$ cat config.mk
export PLATFORM = sky130hd
export DESIGN_NAME = macro_adder_tester
export DESIGN_NICKNAME = d
export VERILOG_FILES = /design/src/rtl/macro_adder_tester.sv
export SDC_FILE = /design/constraint.sdc
export NUM_CORES = 1
export LEC_CHECK = 0
export ABC_AREA = 1
export BUFFER_PORTS_ARGS = -buffer_cell sky130_fd_sc_hd__buf_2
export CORE_MARGIN = 5
export CORE_UTILIZATION = 52
export CTS_CLUSTER_SIZE = 40
export DETAILED_ROUTE_END_ITERATION = 7
export GPL_ROUTABILITY_DRIVEN = 0
export HOLD_SLACK_MARGIN = 0.1
export PLACE_DENSITY = 0.75
export SYNTH_ARGS = -nofsm -noshare
export SYNTH_HDL_FRONTEND = slang
export SYNTH_SLANG_ARGS = --single-unit
$ cat constraint.sdc
create_clock -name clk -period 1.7 [get_ports clk]
set_input_delay 0.085 -clock clk [delete_from_list [all_inputs] [get_ports clk]]
set_output_delay 0.085 -clock clk [all_outputs]
set_load 0.05 [all_outputs]
$ cat src/rtl/macro_adder_tester.sv
// Stimulus/response engine for the doubled-nibble adder macro (out = {e,e}, e = (in<<1)[3:0]).
// Define ADDER_TEST_LFSR_EN to source operands from a 4-bit LFSR instead of a counter.
module macro_adder_tester #(
   parameter int DUT_LATENCY = 1,
   parameter int NUM_VECS    = 16,
   parameter int ERR_W       = 8
) (
   input  logic             clk,
   input  logic             rst_n,
   input  logic             start_i,
   output logic [3:0]       dut_in_o,
   input  logic [7:0]       dut_out_i,
   input  logic             dut_carry_i,
   output logic             busy_o,
   output logic             done_o,
   output logic             pass_o,
   output logic [ERR_W-1:0] err_count_o,
   output logic [3:0]       fail_vec_o
);
   localparam int               STAGES     = DUT_LATENCY + 1;
   localparam logic [7:0]       LAST_VEC   = 8'(NUM_VECS);
   localparam logic [2:0]       LAST_DRAIN = 3'(DUT_LATENCY);
   localparam logic [ERR_W-1:0] ERR_MAX    = '1;

   typedef enum logic [1:0] {IDLE, RUN, DRAIN, DONE} state_t;

`ifdef ADDER_TEST_LFSR_EN
   localparam logic [3:0] SEED = 4'h1;
   // x^4+x^3+1, maximal length 15, never reaches 0 from a nonzero seed
   function automatic logic [3:0] gen_next(input logic [3:0] q);
      return {q[2:0], q[3] ^ q[2]};
   endfunction
`else
   localparam logic [3:0] SEED = 4'h0;
   function automatic logic [3:0] gen_next(input logic [3:0] q);
      return q + 4'd1;
   endfunction
`endif

   state_t               state;
   logic [3:0]           gen;
   logic [7:0]           vec_cnt;
   logic [2:0]           drain_cnt;
   // stage j holds the operand driven j cycles ago; stage 0 is the live dut_in_o
   logic [STAGES:0]      vld_pipe;
   logic [STAGES:0][3:0] op_pipe;
   logic                 out_err_q;

   logic                 chk_en;
   logic [3:0]           e_nib;
   logic                 out_bad;
   logic                 vec_fail;
   logic [ERR_W-1:0]     err_nxt;

   assign dut_in_o = op_pipe[0];

   // out is judged one stage before carry; its verdict rides along so each
   // vector is scored exactly once, when its carry is checked
   always_comb begin
      chk_en   = (state == RUN) || (state == DRAIN);
      e_nib    = {op_pipe[DUT_LATENCY][2:0], 1'b0};
      out_bad  = vld_pipe[DUT_LATENCY] && (dut_out_i != {e_nib, e_nib});
      vec_fail = chk_en && vld_pipe[STAGES] &&
                 (out_err_q || (dut_carry_i != op_pipe[STAGES][3]));
      err_nxt  = err_count_o;
      if (vec_fail && (err_count_o != ERR_MAX))
         err_nxt = err_count_o + 1'b1;
   end

   always_ff @(posedge clk or negedge rst_n) begin
      if (!rst_n) begin
         state       <= IDLE;
         gen         <= SEED;
         vec_cnt     <= '0;
         drain_cnt   <= '0;
         vld_pipe    <= '0;
         op_pipe     <= '0;
         out_err_q   <= 1'b0;
         busy_o      <= 1'b0;
         done_o      <= 1'b0;
         pass_o      <= 1'b0;
         err_count_o <= '0;
         fail_vec_o  <= '0;
      end else begin
         vld_pipe            <= {vld_pipe[STAGES-1:0], 1'b0};
         op_pipe[STAGES:1]   <= op_pipe[STAGES-1:0];
         out_err_q           <= chk_en && out_bad;
         err_count_o         <= err_nxt;
         done_o              <= 1'b0;
         if (vec_fail && (err_count_o == '0))
            fail_vec_o <= op_pipe[STAGES];

         case (state)
            IDLE, DONE: begin
               if (start_i) begin
                  state       <= RUN;
                  busy_o      <= 1'b1;
                  pass_o      <= 1'b0;
                  err_count_o <= '0;
                  fail_vec_o  <= '0;
                  op_pipe[0]  <= SEED;
                  gen         <= gen_next(SEED);
                  vec_cnt     <= 8'd1;
                  vld_pipe    <= {{STAGES{1'b0}}, 1'b1};
                  out_err_q   <= 1'b0;
               end
            end
            RUN: begin
               if (vec_cnt == LAST_VEC) begin
                  state     <= DRAIN;
                  drain_cnt <= '0;
               end else begin
                  op_pipe[0]  <= gen;
                  gen         <= gen_next(gen);
                  vec_cnt     <= vec_cnt + 8'd1;
                  vld_pipe[0] <= 1'b1;
               end
            end
            DRAIN: begin
               if (drain_cnt == LAST_DRAIN) begin
                  state  <= DONE;
                  busy_o <= 1'b0;
                  done_o <= 1'b1;
                  pass_o <= (err_nxt == '0);
               end else begin
                  drain_cnt <= drain_cnt + 3'd1;
               end
            end
            default: state <= IDLE;
         endcase
      end
   end
endmodule

==> impl_metrics.ini <==
[status]
status = finished clean

[cts]
h-tree-depth = 2
clockRootBuffer = clkbuf_8
clk_pin_slew_ns = 0.09
cts_tree = yes
clock_path_buffers = 2
numCtsBuffers = 5
clkSinkCount = 48
insertion_delay_ns = 0.30

[layout]
final_common_cell = nand2_1
fill_cells = 406
antennaDiodeCount = 0
fin_nets = 361
layout_common_cells = 60 x nand2_1, 46 x dfrtp_1, 36 x inv_1
area_growth_pct = 17.12
drive_gt1_frac = 0.2471

[timing]
relSlewSlack = 0.6747
hold_violations = 0
finalWorstSetupSlack_ns = 0.08223
fin_hold_ws_ns = 0.1269
final-setup-viol-count = 0
finalClockSkew_ns = 0.004938
finalCriticalPeriod_ns = 1.618
slew_viol_final = 0
timing.fmax_mhz = 618.1
finalCritPeriodShare = 0.9516
max_slew.worst_pin.slew_ns = 0.4879

[placement]
numPortBuffers = 30
hpwlAfterDp_um = 3864
dpl_worst_slack_ns = -0.09498

[die]
ios = 31
placementRows = 25
coreArea_sq_mm = 0.004723
die_h_um = 79.63
dieArea_sq_mm = 0.006341
initial_core_util = 0.5338
die_x_um = 79.63

[yosys]
ys.warnings.count = 0
synth_fp_nets = 318
synthTopCellsByArea = dfrtp_1 48%, nand2_1 9.1%, inv_1 5.4%
synthCells = 296
ys_ff_latch = 48
syn_area_per_cell_sq_um = 8.517
yosys.area.top_type = dfrtp_1
netlist_area_sq_mm = 0.002521
synth_top_area_frac = 0.4764
synth.distinct_cells = 33
yosysSeqAreaShare = 0.4764

[critical_path]
cp-start-kind = flip-flop
reg2reg_from = state[1]
cp_data_arrival_time_ns = 1.82
r2r_slack_ns = 0.08
rr_worst_depth = 9
cp.required_ns = 1.90
r2r_end = vec_cnt[5]
critPathKind = reg2reg
critical_path.endpoint_type = flip-flop
startpoint = state[1]
worst-path-max-fanout = 18

[route]
viasPerCell = 5.084
antenna_left = 0
route.met3.wl_um = 260
vias = 2069
wirelength_um = 5126
maxUsedRoutingLayer = met4
wl_met1_um = 2206
wl_met2_um = 2600
wire_per_inst_um = 12.59
drt_first_pass_iters = 4
drc = 0
drtIter0Drc = 101

[min_path]
hold_start = dut_out_i[1]
worstHoldPathCells = 4
holdPathEnd = out_err_q
hold_class = in2reg

[global_routing]
grt_usage = 0.1779
grt_pass1_vias = 2078
grt-ovfl-total = 0
grt_max_degree = 30
grt_pass1_wl_um = 9039
antenna_found_initial = 0

[job]
drv_cap = 0

[power_and_ir_drop]
p_leak_nw = 1.505
p_per_area_mw_per_mm2 = 1569
vdd_drop_max_v = 0.0007792
-- registers in the layout, summed over array words and instances (netlist names) --
signal / flops
fail_vec_o: 4
out_err_q: 1
dut_in_o: 4
e_nib: 3
gen: 4
done_o: 1
vec_cnt: 8
err_count_o: 8
busy_o: 1
pass_o: 1
vld_pipe: 3
op_pipe: 5
state: 2
drain_cnt: 3
-- area by class of cell --
class	instances	area, sq um	area share
clock buffers	6	82.58	0.02797
multi-input cells	201	1150	0.3894
well taps	67	83.83	0.02839
clock inverters	2	15.01	0.005085
inverters	39	147.6	0.05000
flip-flops and latches	48	1204	0.4076
repair buffers	44	270.3	0.09153
-- routing by layer --
metal / track usage / up-vias
li1: - / 1026
met1: 0.2154 / 981
met2: 0.3205 / 52
met3: 0.03837 / 10
met4: 0.04124 / 0
met5: 0 / -
-- where the power goes --
part	switching (mW)	internal [mW]
Clock	0.378	0.329
Sequential	0.211	1.45
Combinational	1.49	0.773
Total	2.08	2.55
-- cell usage after synthesis --
master / count
nand2_1: 61
dfrtp_1: 48
inv_1: 36
nor2_1: 35
nand3_1: 25
o21ai_0: 18
ha_1: 10
xor2_1: 7
a21oi_1: 6
nand4_1: 6
buf_4: 5
o21ai_2: 5
nand2_2: 3
nor2_2: 3
nor3_1: 3
xnor2_1: 3
inv_2: 2
nand2_4: 2
nand3_2: 2
nor2_4: 2
o21ai_1: 2
a41oi_1: 1
buf_2: 1
buf_6: 1
clkbuf_1: 1
clkinv_2: 1
nand3_4: 1
nand3b_4: 1
nor3_2: 1
nor4_1: 1
o22ai_1: 1
o31ai_2: 1
or2_2: 1
-- worst max path at each step --
stage                       to  slack [ns]  cells past startpoint
finish              vec_cnt[5]        0.08                      9
global route            pass_o      -0.004                     10
CTS                 vec_cnt[5]        0.02                      9
detailed placement      pass_o       -0.09                     10
global placement        pass_o      -0.009                      9
floorplan               pass_o       0.003                     11
-- metrics by stage --
| step | std cells | cell area (sq um) | power [mW] | utilization | TNS (ns) |
|---|---|---|---|---|---|
| 3_3_place_gp | 396 | 2795 | 3.741 | 0.5918 | -0.009119 |
| 2_1_floorplan | 296 | 2524 | 3.251 | - | 0 |
| 4_1_cts | 405 | 2913 | 4.575 | 0.6167 | 0 |
| 3_5_place_dp | 396 | 2795 | 3.823 | 0.5918 | -0.2178 |
| 5_1_grt | 407 | 2953 | 4.975 | 0.6252 | -0.003827 |
| 6_report | 407 | 2953 | 4.633 | 0.6252 | 0 |
-- worst max-delay path, stage by stage, from the launching register on --
cell and delay (ns):
dfrtp_1 0.43, ha_4 0.32, inv_1 0.07, nor2_2 0.14, nand3b_4 0.17, nand2_4 0.14, nand2_1 0.11, nand2_1 0.05
nand2_1 0.06, nor2_1 0.04
-- logic make-up (layout without fill, tap and decap cells) --
family	after synthesis	after routing	share of synthesized area
AO/OA/AOI/OAI	34	34	0.07990
AND/OR/NAND/NOR	147	147	0.2779
flip-flops	48	48	0.4764
adder cells (fa/ha/maj)	10	10	0.04963
XOR/XNOR	10	10	0.03474
buffers and inverters	47	91	0.08139
-- what timing repair did --
action                                  in CTS  in global routing
endpoints found under the hold margin       19                  0
hold buffers                                 1                  0
endpoints found under the setup margin       8                 10
setup buffers                                0                  2
gates resized for setup                      3                  6
pin swaps                                    0                  3
No activity file was read; power rests on OpenSTA's default activity.
